**src/rtl/imem_loader.sv**
```systemverilog
// imem_loader: streams a program into instruction memory and holds the CPU
// in reset until the halt word has been written.
//
// Ports:
//   CLOCK, RESET       rising-edge clock, asynchronous active-high reset
//   start              one-cycle pulse that begins a (re)load
//   in_valid/in_ready  word handshake; a word moves when both are high
//   in_data            program word
//   imem_we/addr/wdata instruction-memory write port (one pulse per word)
//   cpu_reset          high while the CPU must stay in reset
//   load_done          program loaded, CPU released
//   load_err           last slot used without a terminator
//   word_count         stream words written, terminator included
//
// Build option: define IMEM_PAD_EN to pad memory after the terminator with
// HALT_WORD up to the last address before releasing the CPU.
//
// DEPTH must equal 2**ADDR_W.
module imem_loader #(
    parameter int          ADDR_W    = 8,
    parameter int          DEPTH     = 256,
    parameter logic [31:0] HALT_WORD = 32'hFFFF_FFFF
) (
    input  logic              CLOCK,
    input  logic              RESET,
    input  logic              start,
    input  logic              in_valid,
    input  logic [31:0]       in_data,
    output logic              in_ready,
    output logic              imem_we,
    output logic [ADDR_W-1:0] imem_addr,
    output logic [31:0]       imem_wdata,
    output logic              cpu_reset,
    output logic              load_done,
    output logic              load_err,
    output logic [ADDR_W:0]   word_count
);

    localparam logic [ADDR_W-1:0] LAST_ADDR = ADDR_W'(DEPTH - 1);
    localparam logic [ADDR_W-1:0] ADDR_ONE  = ADDR_W'(1);
    localparam logic [ADDR_W:0]   COUNT_MAX = (ADDR_W + 1)'(DEPTH);
    localparam logic [ADDR_W:0]   COUNT_ONE = (ADDR_W + 1)'(1);

    typedef enum logic [2:0] {
        IDLE,
        LOAD,
`ifdef IMEM_PAD_EN
        FILL,
`endif
        DONE,
        ERROR
    } state_t;

    state_t              state_q, state_d;
    logic [ADDR_W-1:0]   wptr_q, wptr_d;
    logic                in_ready_q, in_ready_d;
    logic                imem_we_q, imem_we_d;
    logic [ADDR_W-1:0]   imem_addr_q, imem_addr_d;
    logic [31:0]         imem_wdata_q, imem_wdata_d;
    logic                cpu_reset_q, cpu_reset_d;
    logic                load_done_q, load_done_d;
    logic                load_err_q, load_err_d;
    logic [ADDR_W:0]     word_count_q, word_count_d;
    logic                xfer;

    assign xfer = in_valid && in_ready_q;

    always_comb begin
        state_d      = state_q;
        wptr_d       = wptr_q;
        in_ready_d   = in_ready_q;
        imem_we_d    = 1'b0;
        imem_addr_d  = imem_addr_q;
        imem_wdata_d = imem_wdata_q;
        cpu_reset_d  = cpu_reset_q;
        load_done_d  = load_done_q;
        load_err_d   = load_err_q;
        word_count_d = word_count_q;

        case (state_q)
            IDLE: begin
                if (start) begin
                    state_d      = LOAD;
                    in_ready_d   = 1'b1;
                    wptr_d       = '0;
                    word_count_d = '0;
                    load_err_d   = 1'b0;
                    load_done_d  = 1'b0;
                    cpu_reset_d  = 1'b1;
                end
            end

            LOAD: begin
                if (xfer) begin
                    imem_we_d    = 1'b1;
                    imem_addr_d  = wptr_q;
                    imem_wdata_d = in_data;
                    if (word_count_q != COUNT_MAX) begin
                        word_count_d = word_count_q + COUNT_ONE;
                    end
                    if (in_data == HALT_WORD) begin
                        in_ready_d = 1'b0;
`ifdef IMEM_PAD_EN
                        if (wptr_q != LAST_ADDR) begin
                            state_d = FILL;
                            wptr_d  = wptr_q + ADDR_ONE;
                        end else begin
                            state_d = DONE;
                        end
`else
                        state_d = DONE;
`endif
                    end else if (wptr_q == LAST_ADDR) begin
                        // Never wrap: the last slot went to a non-terminator.
                        in_ready_d = 1'b0;
                        state_d    = ERROR;
                    end else begin
                        wptr_d = wptr_q + ADDR_ONE;
                    end
                end
            end

`ifdef IMEM_PAD_EN
            FILL: begin
                imem_we_d    = 1'b1;
                imem_addr_d  = wptr_q;
                imem_wdata_d = HALT_WORD;
                if (wptr_q == LAST_ADDR) begin
                    state_d = DONE;
                end else begin
                    wptr_d = wptr_q + ADDR_ONE;
                end
            end
`endif

            DONE, ERROR: begin
                if (start) begin
                    state_d      = LOAD;
                    in_ready_d   = 1'b1;
                    wptr_d       = '0;
                    word_count_d = '0;
                    load_err_d   = 1'b0;
                    load_done_d  = 1'b0;
                    cpu_reset_d  = 1'b1;
                end else if (state_q == DONE) begin
                    // Status flags follow the state by one edge so the
                    // release lands after the final write has committed.
                    load_done_d = 1'b1;
                    cpu_reset_d = 1'b0;
                end else begin
                    load_err_d  = 1'b1;
                    load_done_d = 1'b0;
                    cpu_reset_d = 1'b1;
                end
            end

            default: state_d = IDLE;
        endcase
    end

    always_ff @(posedge CLOCK or posedge RESET) begin
        if (RESET) begin
            state_q      <= IDLE;
            wptr_q       <= '0;
            in_ready_q   <= 1'b0;
            imem_we_q    <= 1'b0;
            imem_addr_q  <= '0;
            imem_wdata_q <= '0;
            cpu_reset_q  <= 1'b1;
            load_done_q  <= 1'b0;
            load_err_q   <= 1'b0;
            word_count_q <= '0;
        end else begin
            state_q      <= state_d;
            wptr_q       <= wptr_d;
            in_ready_q   <= in_ready_d;
            imem_we_q    <= imem_we_d;
            imem_addr_q  <= imem_addr_d;
            imem_wdata_q <= imem_wdata_d;
            cpu_reset_q  <= cpu_reset_d;
            load_done_q  <= load_done_d;
            load_err_q   <= load_err_d;
            word_count_q <= word_count_d;
        end
    end

    assign in_ready   = in_ready_q;
    assign imem_we    = imem_we_q;
    assign imem_addr  = imem_addr_q;
    assign imem_wdata = imem_wdata_q;
    assign cpu_reset  = cpu_reset_q;
    assign load_done  = load_done_q;
    assign load_err   = load_err_q;
    assign word_count = word_count_q;

endmodule

```
**config.mk**
```make
export PLATFORM = sky130hd
export DESIGN_NAME = imem_loader
export DESIGN_NICKNAME = d
export VERILOG_FILES = /design/src/rtl/imem_loader.sv
export SDC_FILE = /design/constraint.sdc
export NUM_CORES = 1
export LEC_CHECK = 0
export ABC_AREA = 1
export CORE_ASPECT_RATIO = 1.1
export CORE_UTILIZATION = 47
export DETAILED_ROUTE_END_ITERATION = 10
export GPL_TIMING_DRIVEN = 0
export PLACE_DENSITY = 0.8
export REMOVE_ABC_BUFFERS = 1
export SLEW_MARGIN = 10
export SYNTH_ARGS = -nofsm -noshare
export SYNTH_HDL_FRONTEND = slang
export SYNTH_SLANG_ARGS = --single-unit
```
**constraint.sdc**
```tcl
create_clock -name CLOCK -period 2.7 [get_ports CLOCK]
set_clock_uncertainty 0.2 [all_clocks]
set_input_delay 0.81 -clock CLOCK [delete_from_list [all_inputs] [get_ports CLOCK]]
set_output_delay 0.81 -clock CLOCK [all_outputs]
set_load 0.02 [all_outputs]
```
==> results_dict.tcl, run 1 <==
set metrics [dict create \
    cp_data_arrival_time_ns 1.50 \
    tightest_slew_ns 0.756 \
    status "completed" \
    setup_viol 0 \
    synth.most_common_cell "nand2_1" \
    die_h_um 85.4 \
    timing.final.crit_share_pct 93.0 \
    gp_congestion 0.771 \
    postRouteAntennaNets 0 \
    cts-buffers-inserted 9 \
    grt_max_degree 65 \
    yosys.area.top_type "dfrtp_1" \
    h-tree-depth 3 \
    combPwrFrac_pct 43.5 \
    grt_pass1_vias 2561 \
    drc 0 \
    clockBufferDepth 2 \
    synth_edf_count 0 \
    start_kind "flop" \
    path_max_fanout 7 \
    crit_chain "clkdlybuf4s50_1" \
    syn2layout_area_growth_pct 39.2 \
    clkSinkCount 64 \
    num_rows 30 \
    p_leak_uw 0.00199 \
    slew_headroom_pct 49.6 \
    dominantRegCellSynth "dfrtp_1" \
    vdd_drop_max_mv 0.465 \
    switching_share_pct 38.5 \
    cp_top_family "buffers and inverters" \
    period_minus_slack_ns 2.51 \
    yosysSeqAreaShare_pct 53.9 \
    synth_cells 363 \
    fp.dieW_um 77.9 \
    layout.nets 493 \
    multi_input_area_mm2 0.00125 \
    core_area_mm2 0.00616 \
    p_sw_uw 1610 \
    power_density_mw_per_mm2 1010 \
    yosys_warnings 0 \
    synth_area_leaders "dfrtp_1 (53%), nand2_1 (22%), nand3_1 (3.5%)" \
    dpl_cell_area_mm2 0.00391 \
    final_util_pct 67.3 \
    stdcell_count 539 \
    wire_per_inst_um 13.3 \
    track_usage_pct 22.3 \
    yosysTopAreaCellShare_pct 53.0 \
    synth.distinct_cells 33 \
    clockRootBuffer "clkbuf_8" \
    p_seq_share_pct 35.1 \
    crit_type "reg2out" \
    end_kind "output pin" \
    slowest_stage "clkdlybuf4s50_1" \
    drt-total-wl_um 7190 \
    diodes 0 \
    rsz0062_at_grt "false" \
    hold_viol 0 \
    port_buffers 89 \
    initial_core_util_pct 48.3 \
    grt_remaining_overflow 0 \
    fillers 519 \
    clkTransAtPathRegs_ns 0.07 \
    antenna_found_initial 0 \
    tns_ns 0 \
    maxCapViolations 0 \
    boundaryPins 90 \
    syn_area_per_cell_um2 8.20 \
    critPathRequiredTime_ns 1.69 \
    pwr-share-clk_pct 21.5 \
    drive_above_1_share_pct 8.06 \
    firstDrtPassIters 6 \
    dp.cells 522 \
    regArea_mm2 0.00160 \
    synthTopCellsByCount "nand2_1 (176), dfrtp_1 (63), nor2_1 (24), nand3_1 (21), inv_1 (15)" \
    p_int_uw 2570 \
    slew_viol_final 0 \
    die_area_mm2 0.00665 \
    place_hpwl_um 4690 \
    hold_path.class "reg2reg" \
    cts_tree "built" \
    ys_ff_latch 64 \
    critPathMaxStageDelay_ns 0.66 \
    insertion_delay_ns 0.33 \
    via_per_inst 4.97 \
    syn-cell-area_mm2 0.00298 \
    ys_async_sr_fraction_pct 100 \
    fmax_mhz 398 \
    critPathBufInv 1 \
    vias 2680 \
    final_area_mm2 0.00414 \
    grt_pass1_wl_um 11600 \
    drt_iter0_markers 158 \
]
==> cell usage in the layout, fill, tap and decap left out, drive strengths merged, types with 2 or more instances in the layout <==
| master | instances |
|---|---|
| o21ai | 14 |
| dfrtp | 63 |
| xor2 | 4 |
| nand2 | 182 |
| nor3 | 3 |
| clkdlybuf4s50 | 89 |
| bufinv | 2 |
| clkbuf | 13 |
| nand4 | 2 |
| nand3 | 23 |
| ha | 3 |
| a21oi | 3 |
| or2 | 2 |
| o31ai | 3 |
| nor2 | 27 |
| inv | 19 |
==> per-layer routing <==
metal | global-route usage (%) | vias to the layer above | routed length (um)
li1 | - | 1318 | -
met1 | 26.4 | 1254 | 3110
met2 | 38.2 | 98 | 3460
met3 | 4.73 | 10 | 510
met4 | 11.1 | 0 | 110
met5 | 0 | - | 0
==> state kept, by name, summed over array words and instances, names as in the netlist <==
signal,cells
imem_wdata,32
word_count,9
imem_addr,8
wptr_q,8
state_q,2
cpu_reset,1
imem_we,1
in_ready,1
load_done,1
load_err,1
==> worst min-delay path, cell delays in order, from the launching register on <==
cell	delay, ns
dfrtp_1	0.34
nand2_1	0.05
nand2_1	0.06
==> what timing repair did <==
action	4_1_cts	5_1_grt
endpoints found under the setup margin	0	36
hold buffers	0	0
setup buffers	0	0
gates resized for setup	0	2
==> final cells by class <==
type	instances	area share, %
Clock buffer	13	3.60
Clock inverter	3	1.57
Inverter	19	1.90
Multi-Input combinational cell	271	30.3
Timing Repair Buffer	89	21.5
Sequential cell	64	38.7
Tap cell	80	2.42
==> power by group through the flow <==
stage	clock network, uW	logic (uW)	registers [uW]
2_1_floorplan	0	654	1810
3_3_place_gp	0	1770	1460
3_5_place_dp	0	1810	1480
4_1_cts	909	1820	1460
5_1_grt	950	1990	1510
6_report	898	1820	1470
==> through the flow <==
| stage | hold WS [ns] | setup WS (ns) | power (uW) |
|---|---|---|---|
| floorplan | 0.264 | 0.0936 | 2470 |
| global placement | 0.260 | -0.990 | 3230 |
| detailed placement | 0.264 | -0.262 | 3280 |
| CTS | 0.282 | 0.0765 | 4190 |
| global route | 0.305 | 0.155 | 4450 |
| finish | 0.279 | 0.189 | 4180 |
==> kinds of logic after synthesis <==
logic type	count (synthesis)	synth area share, %
and+or+nand+nor	240	34.2
DFF	64	53.9
buffers and inverters	29	4.33
AOI/OAI and AO/OA	22	4.88
xor gates and xnor gates	5	1.47
adders and majority gates	3	1.26
==> worst paths after layout <==
kind | start | endpoint | slack, ns | depth (start not counted)
max | word_count[2] | word_count[2] | 0.19 | 1
min | imem_wdata[25] | imem_wdata[25] | 0.28 | 2
max reg2reg | state_q[1] | word_count[1] | 0.47 | 7
min reg2reg | imem_wdata[25] | imem_wdata[25] | 0.28 | 2
max in group asynchronous | RESET | word_count[8] | 1.02 | 2
min in group asynchronous | RESET | imem_wdata[27] | 0.78 | 2
Note: power is estimated with default switching activity, not from simulation.
==> run 2: changes to the inputs <==
--- a/config.mk
+++ b/config.mk
@@ -6,11 +6,11 @@
 export NUM_CORES = 1
 export LEC_CHECK = 0
 export ABC_AREA = 1
-export CORE_ASPECT_RATIO = 1.1
+export CAP_MARGIN = 20
 export CORE_UTILIZATION = 47
 export DETAILED_ROUTE_END_ITERATION = 10
 export GPL_TIMING_DRIVEN = 0
-export PLACE_DENSITY = 0.8
+export PLACE_DENSITY = 0.9
 export REMOVE_ABC_BUFFERS = 1
 export SLEW_MARGIN = 10
 export SYNTH_ARGS = -nofsm -noshare
==> run 2 against run 1 <==
Against the previous run:
- sequential power about the same
- worst setup slack worse by 0.012 ns
- worst hold slack worse by 0.00087 ns
- largest cell class unchanged
- critical path depth unchanged
- total power is 1.2% lower
- via count is 2.4% higher
- combinational power about the same
- non-clock buffer count unchanged
- fmax is 0.48% lower
- design area fell by 0.54%
- register-to-register slack about the same
- sequential share of layout area up 0.21 points
==> results_dict.tcl, run 2 (synthesis results as in run 1) <==
set metrics [dict create \
    h-tree-depth 3 \
    whs_path_depth 1 \
    critPathRequiredTime_ns 1.69 \
    place_ws_ns -0.270 \
    diodes 0 \
    tns_ns 0 \
    postRouteAntennaNets 0 \
    drt_iter0_markers 161 \
    hold_end "load_done" \
    hp-start "load_done" \
    clockBufferDepth 2 \
    slew_headroom_pct 48.8 \
    reg2regPathDepth 7 \
    pwr-share-clk_pct 20.1 \
    p_leak_uw 0.00199 \
    syn2layout_area_growth_pct 38.4 \
    drc 0 \
    timing.final.crit_share_pct 93.4 \
    clkSinkCount 64 \
    grt_remaining_overflow 0 \
    p_seq_share_pct 35.8 \
    status "completed" \
    rsz0062_at_grt "false" \
    grt_pass1_wl_um 11900 \
    critPathMaxStageDelay_ns 0.67 \
    vias 2743 \
    fillers 471 \
    die_area_mm2 0.00665 \
    r2r-end "word_count[0]" \
    r2r_slack_ns 0.47 \
    grt_max_degree 65 \
    via_per_inst 5.14 \
    p_sw_uw 1630 \
    post_cts_buffers 0 \
    tightest_slew_ns 0.768 \
    die_h_um 81.6 \
    end_kind "output pin" \
    worstSetupPathDepth 1 \
    maxCapViolations 0 \
    hold_slack_ns 0.278 \
    start_kind "flop" \
    hold_viol 0 \
    cp_top_family "buffers and inverters" \
    firstDrtPassIters 5 \
    crit_chain "clkdlybuf4s50_1" \
    grt_pass1_vias 2632 \
    slowest_stage "clkdlybuf4s50_1" \
    setup_ws_ns 0.177 \
    ctsHoldBuffers 0 \
    slew_viol_final 0 \
    drive_above_1_share_pct 8.28 \
    vdd_drop_max_mv 0.582 \
    power.total_uw 4130 \
    switching_share_pct 39.5 \
    drt-total-wl_um 7550 \
    cts-buffers-inserted 9 \
    num_rows 28 \
    clockRootBuffer "clkbuf_8" \
    crit_type "reg2out" \
    final_common_cell "nand2_1" \
    crit_path_start "in_ready" \
    track_usage_pct 23.8 \
    final_util_pct 68.3 \
    place_hpwl_um 4920 \
    fmax_mhz 396 \
    fp.dieW_um 81.6 \
    p_int_uw 2500 \
    layout.nets 493 \
    combPwrFrac_pct 44.0 \
    gp_congestion 0.859 \
    power_density_mw_per_mm2 1000 \
    boundaryPins 90 \
    layout_common_cells "nand2_1 (176), clkdlybuf4s50_1 (89), dfrtp_1 (63)" \
    port_buffers 89 \
    antenna_found_initial 0 \
    cts_tree "built" \
    hold_path.class "reg2reg" \
    core_area_mm2 0.00603 \
    clkTransAtPathRegs_ns 0.07 \
    insertion_delay_ns 0.34 \
    r2r_start "state_q[1]" \
    path_max_fanout 4 \
    critPathBufInv 1 \
    initial_core_util_pct 49.4 \
    wire_per_inst_um 14.1 \
    cp_data_arrival_time_ns 1.51 \
    setup_viol 0 \
    largest_reg_flops 32 \
    period_minus_slack_ns 2.52 \
    cts_resized 0 \
]
-- run 2: cell count changes in the layout (fill, tap and decap cells not counted), sizes merged --
cell    before  now
bufinv       2    1
clkinv       1    3
inv         19   18
-- run 2: how the worst max path moves through the flow --
stage | endpoint | slack, ns
CTS | imem_wdata[10] | 0.07
global route | word_count[0] | 0.13
detailed placement | imem_wdata[10] | -0.27
floorplan | imem_addr[0] | 0.09
finish | in_ready | 0.18
global placement | imem_wdata[17] | -0.98
-- run 2: stage by stage --
step / cell area, um^2 / instances
floorplan: 2920 / 353
CTS: 4110 / 533
global route: 4120 / 534
detailed placement: 3910 / 517
finish: 4120 / 534
global placement: 3910 / 517
-- run 2: layout make-up --
type	count	area (um^2)	share of cell area (%)
clock inverters	3	40.0	0.972
inverters	19	77.6	1.88
repair buffers	89	891	21.6
well taps	75	93.8	2.28
flip-flops and latches	64	1600	38.9
multi-input cells	271	1250	30.4
clock buffers	13	159	3.86
-- run 2: power groups by stage --
stage | registers, uW | logic [uW] | clock network (uW)
6_report | 1480 | 1820 | 831
5_1_grt | 1510 | 1990 | 885
4_1_cts | 1470 | 1820 | 839
3_5_place_dp | 1490 | 1810 | 0
3_3_place_gp | 1470 | 1760 | 0
2_1_floorplan | 1810 | 654 | 0
-- run 2: layer usage --
layer  vias to the layer above  global-route usage, %  share of wire [%]
met4                         0                   11.3                2.2
met2                        92                   41.5                 52
met3                        15                   4.44                5.4
met5                         -                      0                  0
li1                       1312                      -                  -
met1                      1324                   28.2                 41
==> run 3: changes to the inputs <==
--- a/config.mk
+++ b/config.mk
@@ -10,7 +10,7 @@
 export CORE_UTILIZATION = 47
 export DETAILED_ROUTE_END_ITERATION = 10
 export GPL_TIMING_DRIVEN = 0
-export PLACE_DENSITY = 0.9
+export PLACE_DENSITY = 0.8
 export REMOVE_ABC_BUFFERS = 1
 export SLEW_MARGIN = 10
 export SYNTH_ARGS = -nofsm -noshare
==> run 3 against run 2 <==
Against the previous run:
- sequential share of layout area increased by 0.20 points
- design area decreased by 0.52%
- fmax decreased by 1.9%
- clock power decreased by 4.9%
- combinational power about the same
- register-to-register slack got worse by 0.18 ns
- critical endpoint is now word_count[0]
- highest routed layer unchanged
==> results_dict.tcl, run 3 (synthesis results as in run 1) <==
set metrics [dict create \
    p_leak_uw 0.00198 \
    layout_common_cells "nand2_1 (176), clkdlybuf4s50_1 (89), dfrtp_1 (63)" \
    postRouteAntennaNets 0 \
    diodes 0 \
    stdcell_count 532 \
    period_minus_slack_ns 2.57 \
    dpl_cell_area_mm2 0.00391 \
    initial_core_util_pct 49.4 \
    via_per_inst 4.91 \
    power_density_mw_per_mm2 992 \
    clockBufferDepth 2 \
    p_int_uw 2470 \
    h-tree-depth 3 \
    maxCapViolations 0 \
    combPwrFrac_pct 44.4 \
    timing.final.crit_share_pct 95.3 \
    port_buffers 89 \
    track_usage_pct 21.9 \
    status "completed" \
    fmax_mhz 389 \
    r2r_start "state_q[1]" \
    die_h_um 81.6 \
    syn2layout_area_growth_pct 37.7 \
    largest_reg_flops 32 \
    insertion_delay_ns 0.33 \
    drt_iter0_markers 190 \
    core_area_mm2 0.00603 \
    rsz0062_at_grt "false" \
    place_hpwl_um 4760 \
    boundaryPins 90 \
    hold_viol 0 \
    crit_type "in2reg" \
    ctsHoldBuffers 0 \
    gp_congestion 0.805 \
    drt-total-wl_um 6910 \
    fillers 496 \
    slowest_stage "clkdlybuf4s50_1" \
    hp-start "cpu_reset" \
    cts-buffers-inserted 9 \
    grt_pass1_wl_um 10900 \
    hold_slack_ns 0.279 \
    tightest_slew_ns 0.781 \
    path_max_fanout 46 \
    num_rows 28 \
    drc 0 \
    grt_remaining_overflow 0 \
    pwr-share-clk_pct 19.4 \
    switching_share_pct 39.3 \
    clkSinkCount 64 \
    final_area_mm2 0.00410 \
    clkTransAtPathRegs_ns 0.07 \
    slew_headroom_pct 47.9 \
    fp.dieW_um 81.6 \
    vdd_drop_max_mv 0.657 \
    start_kind "input pin" \
    hold_path.class "reg2reg" \
    setup_viol 0 \
    layout.nets 492 \
    crit_path_start "in_valid" \
    dp.cells 517 \
    clockRootBuffer "clkbuf_8" \
    cts_tree "built" \
    die_area_mm2 0.00665 \
    crit_chain "clkdlybuf4s50_1, nand3_4, nand2_4, o21ai_4, inv_2, nand3_1, o21ai_0" \
    grt_pass1_vias 2364 \
    wire_per_inst_um 13.0 \
    final_util_pct 68.0 \
    tns_ns 0 \
    p_sw_uw 1600 \
    end_kind "flop" \
    final_common_cell "nand2_1" \
    drive_above_1_share_pct 7.88 \
    cp_data_arrival_time_ns 2.62 \
    vias 2614 \
    firstDrtPassIters 5 \
    grt_max_degree 65 \
    critPathMaxStageDelay_ns 0.51 \
    antenna_found_initial 0 \
    critPathRequiredTime_ns 2.75 \
    slew_viol_final 0 \
    p_seq_share_pct 36.2 \
]
## run 3: timing repair
item | CTS | global route
setup endpoints to repair | 0 | 18
gates resized for setup | 0 | 1
setup buffers | 0 | 0
## run 3: through the flow
step / setup WS, ns / total power [uW]
after floorplan: 0.0936 / 2470
after global placement: -1.09 / 3240
after detailed placement: -0.247 / 3300
after CTS: 0.102 / 4100
after global routing: 0.00865 / 4320
final: 0.128 / 4060
## run 3: path summary, 6_finish.rpt
path | to | slack, ns | depth (start not counted)
worst max register to register | word_count[0] | 0.29 | 7
worst min register to register | cpu_reset | 0.28 | 2
worst max-delay path | word_count[0] | 0.13 | 7
max in group asynchronous | imem_addr[3] | 1.01 | 2
min in group asynchronous | imem_wdata[11] | 0.79 | 2
worst min-delay path | cpu_reset | 0.28 | 2
## run 3: area by class of cell
cell class | count | area [um^2] | share of cell area [%]
Sequential cell | 64 | 1600 | 39.1
Inverter | 19 | 77.6 | 1.89
Tap cell | 75 | 93.8 | 2.29
Clock inverter | 3 | 42.5 | 1.04
Clock buffer | 12 | 145 | 3.54
Multi-Input combinational cell | 270 | 1240 | 30.4
Timing Repair Buffer | 89 | 891 | 21.7
## run 3: critical path, delay by kind of cell
family	cells	cell delay (ns)
simple gates	3	0.89
buf+inv	2	0.62
compound gates	2	0.28
## run 3: routing by layer
metal  part of all wire, %  GRT usage [%]  vias up
met2                    50           36.9       70
met1                    44           28.4     1222
met5                     0              0        -
met3                   5.5           4.11        8
met4                  0.94           6.96        0
li1                      -              -     1314
## run 3: power groups by stage
stage          clock (uW)  sequential, uW  combinational (uW)
2_1_floorplan           0            1810                 654
3_3_place_gp            0            1470                1770
3_5_place_dp            0            1490                1810
4_1_cts               802            1470                1820
5_1_grt               849            1500                1970
6_report              790            1470                1800
